[src/rtl/conv_patch_scheduler_pkg.sv]
// rtl/conv_patch_scheduler_pkg.sv - shared conv types, image defaults, FSM encoding and address helper
package conv_patch_scheduler_pkg;

  localparam int CONV_IMG_W = 28;
  localparam int CONV_IMG_H = 28;
  localparam int ADDR_W     = 10;
  localparam int COORD_W    = 5;

  typedef logic [ADDR_W-1:0]  addr_t;
  typedef logic [COORD_W-1:0] coord_t;

  typedef enum logic [2:0] {
    ST_IDLE,
    ST_ARM,
    ST_FETCH,
    ST_MAC,
    ST_STEP,
    ST_FIN
  } state_t;

  // Address of tap k of a row-major 3x3 patch; wraps at the pixel memory size.
  function automatic addr_t patch_addr(input addr_t base, input coord_t row, input coord_t col,
                                       input int k, input int img_w);
    logic [31:0] sum;
    sum = 32'(base) + 32'((int'(row) + k / 3) * img_w) + 32'(col) + 32'(k % 3);
    return sum[ADDR_W-1:0];
  endfunction

endpackage

[src/rtl/conv_patch_scheduler_if.sv]
// rtl/conv_patch_scheduler_if.sv - scheduler control, patch latch and MAC handshake bundle
interface conv_patch_scheduler_if;
  import conv_patch_scheduler_pkg::*;

  logic   start;
  addr_t  img_base;
  logic   load;
  logic   load_full_patch;
  addr_t  pixel_addr0, pixel_addr1, pixel_addr2;
  addr_t  pixel_addr3, pixel_addr4, pixel_addr5;
  addr_t  pixel_addr6, pixel_addr7, pixel_addr8;
  logic   load_done;
  logic   mac_start;
  logic   mac_done;
  coord_t out_row;
  coord_t out_col;
  logic   busy;
  logic   done;

  modport master (
    input  start, img_base, load_done, mac_done,
    output load, load_full_patch,
           pixel_addr0, pixel_addr1, pixel_addr2,
           pixel_addr3, pixel_addr4, pixel_addr5,
           pixel_addr6, pixel_addr7, pixel_addr8,
           mac_start, out_row, out_col, busy, done
  );

  modport slave (
    output start, img_base, load_done, mac_done,
    input  load, load_full_patch,
           pixel_addr0, pixel_addr1, pixel_addr2,
           pixel_addr3, pixel_addr4, pixel_addr5,
           pixel_addr6, pixel_addr7, pixel_addr8,
           mac_start, out_row, out_col, busy, done
  );

endinterface

[src/rtl/conv_patch_scheduler_patch_addr_gen.sv]
// rtl/conv_patch_scheduler_patch_addr_gen.sv - combinational nine-tap patch address generator
import conv_patch_scheduler_pkg::*;

module patch_addr_gen #(
  parameter int IMG_W = CONV_IMG_W
) (
  input  addr_t  base,
  input  coord_t row,
  input  coord_t col,
  output addr_t  addr [9]
);

  for (genvar k = 0; k < 9; k++) begin : g_tap
    assign addr[k] = patch_addr(base, row, col, k, IMG_W);
  end

endmodule

[src/rtl/conv_patch_scheduler.sv]
// rtl/conv_patch_scheduler.sv - column-major 3x3 patch scan sequencing patch latch and MAC
import conv_patch_scheduler_pkg::*;

module conv_patch_scheduler #(
  parameter int IMG_W = CONV_IMG_W,
  parameter int IMG_H = CONV_IMG_H
) (
  input  logic                   clk,
  input  logic                   rst,
  conv_patch_scheduler_if.master bus
);

  localparam coord_t ROW_LAST = coord_t'(IMG_H - 3);
  localparam coord_t COL_LAST = coord_t'(IMG_W - 3);

  state_t state_q, state_d;
  coord_t row_q, row_d, col_q, col_d;
  addr_t  base_q, base_d;
  logic   full_q, full_d;
  logic   upd;
  logic   mac_start_q, mac_start_d;
  addr_t  addr_q [9];
  addr_t  addr_d [9];

  // Fed with the next coordinates so the registered addresses change on the same edge as row/col.
  patch_addr_gen #(.IMG_W(IMG_W)) u_addr_gen (
    .base (base_d),
    .row  (row_d),
    .col  (col_d),
    .addr (addr_d)
  );

  always_ff @(posedge clk or negedge rst) begin
    if (!rst) state_q <= ST_IDLE;
    else      state_q <= state_d;
  end

  always_comb begin
    state_d     = state_q;
    row_d       = row_q;
    col_d       = col_q;
    base_d      = base_q;
    full_d      = full_q;
    upd         = 1'b0;
    mac_start_d = 1'b0;
    case (state_q)
      ST_IDLE: if (bus.start) begin
        state_d = ST_ARM;
        row_d   = '0;
        col_d   = '0;
        base_d  = bus.img_base;
        full_d  = 1'b1;
        upd     = 1'b1;
      end
      // A load_done still high from the previous patch must drop before it can count.
      ST_ARM:   if (!bus.load_done) state_d = ST_FETCH;
      ST_FETCH: if (bus.load_done) begin
        state_d     = ST_MAC;
        mac_start_d = 1'b1;
      end
      ST_MAC:   if (bus.mac_done) state_d = ST_STEP;
      ST_STEP: begin
        if (row_q < ROW_LAST) begin
          row_d   = row_q + coord_t'(1);
          full_d  = 1'b0;
          upd     = 1'b1;
          state_d = ST_ARM;
        end else if (col_q < COL_LAST) begin
          row_d   = '0;
          col_d   = col_q + coord_t'(1);
          full_d  = 1'b1;
          upd     = 1'b1;
          state_d = ST_ARM;
        end else begin
          state_d = ST_FIN;
        end
      end
      ST_FIN:   state_d = ST_IDLE;
      default:  state_d = ST_IDLE;
    endcase
  end

  always_ff @(posedge clk or negedge rst) begin
    if (!rst) begin
      row_q       <= '0;
      col_q       <= '0;
      base_q      <= '0;
      full_q      <= 1'b0;
      mac_start_q <= 1'b0;
      for (int k = 0; k < 9; k++) addr_q[k] <= '0;
    end else begin
      mac_start_q <= mac_start_d;
      base_q      <= base_d;
      if (upd) begin
        row_q  <= row_d;
        col_q  <= col_d;
        full_q <= full_d;
        addr_q <= addr_d;
      end
    end
  end

  assign bus.load            = (state_q == ST_ARM) || (state_q == ST_FETCH);
  assign bus.busy            = (state_q != ST_IDLE) && (state_q != ST_FIN);
  assign bus.done            = (state_q == ST_FIN);
  assign bus.mac_start       = mac_start_q;
  assign bus.load_full_patch = full_q;
  assign bus.out_row         = row_q;
  assign bus.out_col         = col_q;
  assign bus.pixel_addr0     = addr_q[0];
  assign bus.pixel_addr1     = addr_q[1];
  assign bus.pixel_addr2     = addr_q[2];
  assign bus.pixel_addr3     = addr_q[3];
  assign bus.pixel_addr4     = addr_q[4];
  assign bus.pixel_addr5     = addr_q[5];
  assign bus.pixel_addr6     = addr_q[6];
  assign bus.pixel_addr7     = addr_q[7];
  assign bus.pixel_addr8     = addr_q[8];

endmodule

[src/flat_wrapper.sv]
// flat-port wrapper written by rule: the top's interface ports become plain ports
module conv_patch_scheduler_flat 
#(
  parameter int IMG_W = CONV_IMG_W,
  parameter int IMG_H = CONV_IMG_H
)
  (clk, rst, bus_start, bus_img_base, bus_load_done, bus_mac_done, bus_load, bus_load_full_patch, bus_pixel_addr0, bus_pixel_addr1, bus_pixel_addr2, bus_pixel_addr3, bus_pixel_addr4, bus_pixel_addr5, bus_pixel_addr6, bus_pixel_addr7, bus_pixel_addr8, bus_mac_start, bus_out_row, bus_out_col, bus_busy, bus_done);
  conv_patch_scheduler_if bus_i ();
  input  logic clk;
  input  logic rst;
  input wire logic [$bits(bus_i.start)-1:0] bus_start;
  input wire logic [$bits(bus_i.img_base)-1:0] bus_img_base;
  input wire logic [$bits(bus_i.load_done)-1:0] bus_load_done;
  input wire logic [$bits(bus_i.mac_done)-1:0] bus_mac_done;
  output wire logic [$bits(bus_i.load)-1:0] bus_load;
  output wire logic [$bits(bus_i.load_full_patch)-1:0] bus_load_full_patch;
  output wire logic [$bits(bus_i.pixel_addr0)-1:0] bus_pixel_addr0;
  output wire logic [$bits(bus_i.pixel_addr1)-1:0] bus_pixel_addr1;
  output wire logic [$bits(bus_i.pixel_addr2)-1:0] bus_pixel_addr2;
  output wire logic [$bits(bus_i.pixel_addr3)-1:0] bus_pixel_addr3;
  output wire logic [$bits(bus_i.pixel_addr4)-1:0] bus_pixel_addr4;
  output wire logic [$bits(bus_i.pixel_addr5)-1:0] bus_pixel_addr5;
  output wire logic [$bits(bus_i.pixel_addr6)-1:0] bus_pixel_addr6;
  output wire logic [$bits(bus_i.pixel_addr7)-1:0] bus_pixel_addr7;
  output wire logic [$bits(bus_i.pixel_addr8)-1:0] bus_pixel_addr8;
  output wire logic [$bits(bus_i.mac_start)-1:0] bus_mac_start;
  output wire logic [$bits(bus_i.out_row)-1:0] bus_out_row;
  output wire logic [$bits(bus_i.out_col)-1:0] bus_out_col;
  output wire logic [$bits(bus_i.busy)-1:0] bus_busy;
  output wire logic [$bits(bus_i.done)-1:0] bus_done;
  assign bus_i.start = bus_start;
  assign bus_i.img_base = bus_img_base;
  assign bus_i.load_done = bus_load_done;
  assign bus_i.mac_done = bus_mac_done;
  assign bus_load = bus_i.load;
  assign bus_load_full_patch = bus_i.load_full_patch;
  assign bus_pixel_addr0 = bus_i.pixel_addr0;
  assign bus_pixel_addr1 = bus_i.pixel_addr1;
  assign bus_pixel_addr2 = bus_i.pixel_addr2;
  assign bus_pixel_addr3 = bus_i.pixel_addr3;
  assign bus_pixel_addr4 = bus_i.pixel_addr4;
  assign bus_pixel_addr5 = bus_i.pixel_addr5;
  assign bus_pixel_addr6 = bus_i.pixel_addr6;
  assign bus_pixel_addr7 = bus_i.pixel_addr7;
  assign bus_pixel_addr8 = bus_i.pixel_addr8;
  assign bus_mac_start = bus_i.mac_start;
  assign bus_out_row = bus_i.out_row;
  assign bus_out_col = bus_i.out_col;
  assign bus_busy = bus_i.busy;
  assign bus_done = bus_i.done;
  conv_patch_scheduler #(.IMG_W(IMG_W), .IMG_H(IMG_H)) u_core (.clk(clk), .rst(rst), .bus(bus_i));
endmodule
[config.mk]
export PLATFORM = sky130hd
export DESIGN_NAME = conv_patch_scheduler_flat
export DESIGN_NICKNAME = d
export VERILOG_FILES = /design/src/rtl/conv_patch_scheduler_pkg.sv /design/src/rtl/conv_patch_scheduler_if.sv /design/src/rtl/conv_patch_scheduler_patch_addr_gen.sv /design/src/rtl/conv_patch_scheduler.sv /design/src/flat_wrapper.sv
export SDC_FILE = /design/constraint.sdc
export NUM_CORES = 1
export LEC_CHECK = 0
export CORE_MARGIN = 8
export CORE_UTILIZATION = 30
export DETAILED_ROUTE_END_ITERATION = 12
export DONT_BUFFER_PORTS = 1
export GPL_ROUTABILITY_DRIVEN = 0
export PLACE_DENSITY_LB_ADDON = 0.15
export SYNTH_ARGS = -nofsm -noshare
export SYNTH_HDL_FRONTEND = slang
export SYNTH_HIERARCHICAL = 1
export SYNTH_SLANG_ARGS = --single-unit
[constraint.sdc]
create_clock -name clk -period 11 [get_ports clk]
set_input_delay 3.3 -clock clk [delete_from_list [all_inputs] [get_ports clk]]
set_output_delay 3.3 -clock clk [all_outputs]
set_load 0.01 [all_outputs]
==> metrics.txt, run 1 <==
Clk Latency, worst-skew pair=420 ps; met1 usage=16.3%; Netlist cell types=69; fin cells=1,120; mapped cell area=about 8500 sq um; synthesis-stage register bit count=115; Reg2Reg Depth=21; met2 capacity usage during global routing=20.0%; Worst-Margin Slew=1010 ps; Starting Density=30.6%; CP max-delay cell=o22a_1; post-route setup TNS=0 ps; most frequent cells in the layout=115 x dfrtp_1, 73 x xnor2_1, 67 x mux2_4; Post-Syn Area per Cell=11.5 sq um; row count=61; Via density=4.73; DP Cell Count=1,088; GRT Residual Overflow=0; Util after Layout=around 33%; Yosys warning count=6; vias in the first global route=5,463; crit path kind=primary input to flop; post_cts resized=0; die area=34,100 sq um; total clock sinks=115; crit share post-route=74.3%; CP Capture Type=flop; Arr. time, crit path=8460 ps; CTS tree=built; Seq/Total Area, Yosys=between 30% and 40%; status=complete, no violations; RSZ-0062 raised after global routing=no; min-delay src=u_core/base_q[0]; busiest layer in global routing=met2; Routed Antenna Nets=0; wire per inst=~19 um; DP HPWL=15.8 mm; Max-slew headroom=32.3%; startpoint types=primary input; reg2reg end=u_core/bus.pixel_addr4[9]; antenna diode count=0; Clock transition at path regs=approximately 60 ps; DRC viols=0; clk_skew=15.6 ps; CTS max path bufs=2; H-tree depth=4; Max Cap Viol=0; share of the synthesized area in the top cell type=33.8%; layout cells sized above 1=22.0%; gr usage total=12.6%; most repeated library cell on the critical path=ha_1; total core area=27,900 sq um; Primary FF master, synth=dfrtp_1; synthesis-to-finish area growth=8.70%; first-pass GRT wire length=32.9 mm; final setup violation count=0; critical path cell sequence=o21ai_1 -> o22a_1 -> ha_1 -> nand2_1 -> xnor2_1 -> inv_1 -> fa_1 -> inv_1 -> ha_1 -> a21oi_1 -> xnor2_1 -> ha_1 -> ha_1 -> o21ai_0 -> nor3b_1 -> a311oi_1 -> o311ai_2 -> nand4_1 -> xnor2_1 -> mux2_4; DRT Wirelength=21.0 mm; Final Max Slew Viols=0; met3 Usage GRT=3.98%; Tmin final=between 8000 and 9000 ps; post-synthesis cell count=743; R2R setup slack=4800 ps; hold depth=1; worst hold path endpoint=u_core/base_q[0]; total clock buffers created by CTS=17; setup bufs post-CTS=0; share of flip-flops with an asynchronous set or reset=100%; Max FO, Critical Path=9; Worst Hold Class=flop to flop; largest net degree at the start of global routing=about 120; die width=185 um; die height=185 um; worst flop-to-flop path startpoint=u_core/state_q[2]; Synth Net Count=between 800 and 900; EDFF count, synth=0; # hold bufs at CTS=0; fmax=0.122 GHz; Initial DRT Pass Iterations=4; DR vias=between 5,000 and 6,000; nets=831; Req. time, crit path=11,290 ps; IO Port Bufs=0; largest area contributor in the netlist=dfrtp_1; Ports=120; commonest non-fill, non-tap cell in the layout=dfrtp_1; Fin. Hold Viols=0; clock root cell=clkbuf_16; Fill cells=2,746; initial drt markers=approximately 280; synth top area cells=dfrtp_1 34%, mux2_4 12%, ha_1 9.7%; initial antenna violation count=3; slowest stage delay, CP=between 500 and 600 ps
[cell families after synthesis]
group | synth area share [%]
multiplexers | 17.3
XOR/XNOR | 9.51
buffers and inverters | 6.75
adder cells (fa/ha/maj) | 14.6
flip-flops | 33.8
AND/OR/NAND/NOR | 9.10
AO/OA/AOI/OAI | 9.00
[worst max-delay path: cells and delay by family]
kind	cells	cell delay, ps
AND/OR/NAND/NOR	3	400
multiplexers	1	260
adder cells (fa/ha/maj)	5	1720
buffers and inverters	2	180
AO/OA/AOI/OAI	6	2020
XOR/XNOR	3	570
[area by class of cell]
cell class                      instances  area [sq um]  share of cell area [%]
Clock buffer                           18           439                    4.74
Clock inverter                         14           129                    1.39
Inverter                               60           225                    2.43
Multi-Input combinational cell        530          5080                    54.9
Sequential cell                       115          2880                    31.1
Tap cell                              378           473                    5.10
Timing Repair Buffer                    5          37.5                   0.405
[cell usage after synthesis, types with 3 or more instances]
| cell | n |
|---|---|
| nand2b_1 | 6 |
| nor3_1 | 9 |
| nor2_1 | 34 |
| buf_4 | 19 |
| inv_1 | 60 |
| a31oi_1 | 5 |
| nand4_1 | 11 |
| xnor2_2 | 3 |
| a21oi_1 | 26 |
| buf_2 | 3 |
| a211oi_1 | 7 |
| o21bai_1 | 5 |
| and2_1 | 6 |
| o211ai_1 | 6 |
| mux2_2 | 36 |
| mux2_4 | 67 |
| nand2_1 | 35 |
| buf_12 | 7 |
| fa_1 | 21 |
| o21ai_0 | 15 |
| clkbuf_1 | 7 |
| xnor2_1 | 73 |
| ha_1 | 66 |
| xor2_1 | 14 |
| nor2b_1 | 5 |
| a311oi_1 | 3 |
| mux2i_1 | 6 |
| or3_1 | 5 |
| a21o_1 | 6 |
| nand3_1 | 9 |
| dfrtp_1 | 115 |
| nor3b_1 | 4 |
| o21ai_1 | 3 |
[how the worst max path moves through the flow]
stage / to / start / depth (start not counted) / slack (ps)
after detailed placement: u_core/bus.pixel_addr8[9] / bus_start / 20 / 2460
final: u_core/bus.pixel_addr8[9] / bus_start / 20 / 2830
after global placement: u_core/bus.pixel_addr8[8] / bus_start / 18 / 2600
after floorplan: u_core/bus.pixel_addr4[9] / bus_start / 24 / 2760
after global routing: u_core/bus.pixel_addr8[9] / bus_start / 20 / 2530
after CTS: u_core/bus.pixel_addr8[9] / bus_start / 20 / 2880
[layer usage]
| layer | vias to the layer above | wire, um | part of all wire (%) |
|---|---|---|---|
| li1 | 2544 | - | - |
| met1 | 2616 | 9370 | 45 |
| met2 | 115 | 9790 | 47 |
| met3 | 17 | 1550 | 7.4 |
| met4 | 4 | 231 | 1.1 |
| met5 | - | 22 | 0.10 |
[metrics by stage]
| stage | area [sq um] | worst slack, ps | hold WS [ps] |
|---|---|---|---|
| 2_1_floorplan | 8520 | 2760 | 471 |
| 3_3_place_gp | 8700 | 2600 | 491 |
| 3_5_place_dp | 8700 | 2460 | 495 |
| 4_1_cts | 9270 | 2880 | 511 |
| 5_1_grt | 9270 | 2530 | 534 |
| 6_report | 9270 | 2830 | 506 |
Power of run 1 is left out: the tool's default activity adds up to more than one toggle a clock period on the data nets, which glitch-free logic cannot reach.
==> inputs of run 2 (changes only) <==
==> constraint.sdc (replaced) <==
create_clock -name clk -period 7.2 [get_ports clk]
set_input_delay 2.16 -clock clk [delete_from_list [all_inputs] [get_ports clk]]
set_output_delay 2.16 -clock clk [all_outputs]
set_load 0.01 [all_outputs]
==> metrics.txt, run 2 (synthesis gave the netlist of run 1 again) <==
most repeated library cell on the critical path=ha_1; largest net degree at the start of global routing=116 (unchanged); CTS tree=built; row count=61 (unchanged); RSZ-0062 raised after global routing=no; Fill cells=2,759 (+0.47%); Max-slew headroom=35.6% (+3.3 points); # hold bufs at CTS=0 (unchanged); gr usage total=12.6% (+0.039 points); placed cell area=8750 sq um (+0.60%); Final Max Slew Viols=0 (unchanged); crit path from=bus_start; total clock sinks=115 (unchanged); commonest non-fill, non-tap cell in the layout=dfrtp_1; die width=185 um (unchanged); startpoint types=primary input; most frequent cells in the layout=115 x dfrtp_1, 73 x xnor2_1, 67 x mux2_4; final setup violation count=0 (unchanged); post-route setup TNS=0 ps (unchanged); Setup WS pre-CTS=254 ps (-2210 ps); vias in the first global route=5,392 (-1.3%); fmax=between 0.15 and 0.2 GHz; die area=34,100 sq um (unchanged); final worst slack=684 ps (-2150 ps); Via density=4.71 (-0.29%); min-delay src=u_core/base_q[3]; DR vias=5,323 (+0.51%); worst flop-to-flop path startpoint=u_core/state_q[2]; clock root cell=clkbuf_16; DRC viols=0 (unchanged); CP Capture Type=flop; clk_skew=15.3 ps (-0.369 ps); critical path cell sequence=nand3b_1 -> a32o_1 -> ha_1 -> xnor2_1 -> xnor2_1 -> ha_1 -> ha_1 -> a211oi_1 -> o21bai_1 -> xnor2_1 -> ha_1 -> ha_1 -> inv_1 -> nor3b_1 -> a311oi_1 -> o311ai_4 -> nand4_1 -> xnor2_1 -> mux2_4; CTS max path bufs=2 (unchanged); total core area=27,900 sq um (unchanged); slowest stage delay, CP=470 ps (-90 ps); Starting Density=30.6% (unchanged); die height=185 um (unchanged); Util after Layout=33.5% (+0.26 points); Max Cap Viol=0 (unchanged); Arr. time, crit path=6820 ps (-1640 ps); CP max-delay cell=xnor2_1; wire per inst=18.9 um (+0.96%); GRT Residual Overflow=0 (unchanged); Routed Antenna Nets=0 (unchanged); first-pass GRT wire length=32.9 mm (+0.11%); initial antenna violation count=1 (-2); synthesis-to-finish area growth=9.56%; Ports=120 (unchanged); layout cells sized above 1=22.7% (+0.73 points); post_cts resized=0 (unchanged); total clock buffers created by CTS=17 (unchanged); DRT Wirelength=21.3 mm (+1.8%); Final Cell Area=9340 sq um (+0.78%); Req. time, crit path=7500 ps (-3790 ps); nets=838 (+0.84%); DP HPWL=16.1 mm (+1.9%); Worst Hold Class=flop to flop; crit share post-route=90.5%; Fin. Hold Viols=0 (unchanged); IO Port Bufs=0 (unchanged); Tmin final=6520 ps; Max FO, Critical Path=5 (-4); status=complete, no violations; Clk Latency, worst-skew pair=420 ps (about the same); Clock transition at path regs=60 ps (about the same); Worst-Margin Slew=966 ps (-42.2 ps); Initial DRT Pass Iterations=4 (unchanged); H-tree depth=4 (unchanged); initial drt markers=291 (+5.4%); crit path kind=primary input to flop; setup bufs post-CTS=0 (unchanged)
[run 2: final timing paths]
check                                             to  slack [ps]  cells past startpoint
hold reg to reg                     u_core/base_q[3]         520                      1
setup reg to reg           u_core/bus.pixel_addr8[9]        1260                     23
setup / recovery           u_core/bus.pixel_addr4[9]         680                     19
min in group asynchronous  u_core/bus.pixel_addr2[7]        1440                      0
max in group asynchronous  u_core/bus.pixel_addr3[3]        5570                      0
hold / removal                      u_core/base_q[3]         520                      1
[run 2: area by class of cell]
type | instances | area [sq um] | area share, %
clock buffers | 17 | 425 | 4.56
multi-input cells | 530 | 5080 | 54.4
diodes | 2 | 5.00 | 0.0536
well taps | 378 | 473 | 5.06
clock inverters | 15 | 158 | 1.69
inverters | 60 | 225 | 2.41
flip-flops and latches | 115 | 2880 | 30.8
repair buffers | 12 | 90.1 | 0.965
[run 2: layer usage]
| metal | track usage (%) | wire length (um) | vias to the layer above |
|---|---|---|---|
| met1 | 16.3 | 9790 | 2643 |
| met3 | 3.47 | 1210 | 17 |
| met5 | 0 | 0 | - |
| li1 | - | - | 2564 |
| met2 | 20.4 | 10000 | 99 |
| met4 | 3.61 | 303 | 0 |
[run 2: stage by stage]
stage / hold slack, ps / instances
6_report: 517 / 1129
5_1_grt: 540 / 1128
4_1_cts: 515 / 1127
3_5_place_dp: 488 / 1095
3_3_place_gp: 486 / 1095
2_1_floorplan: 471 / 743
[run 2: worst max-delay path: cells and delay by family]
| family | cells | cell delay [ps] |
|---|---|---|
| and+or+nand+nor | 3 | 430 |
| buffers and inverters | 1 | 130 |
| AOI/OAI and AO/OA | 5 | 1500 |
| muxes | 1 | 260 |
| xor gates and xnor gates | 4 | 880 |
| adders and majority gates | 5 | 1450 |
Power of run 2 is left out for the same reason.
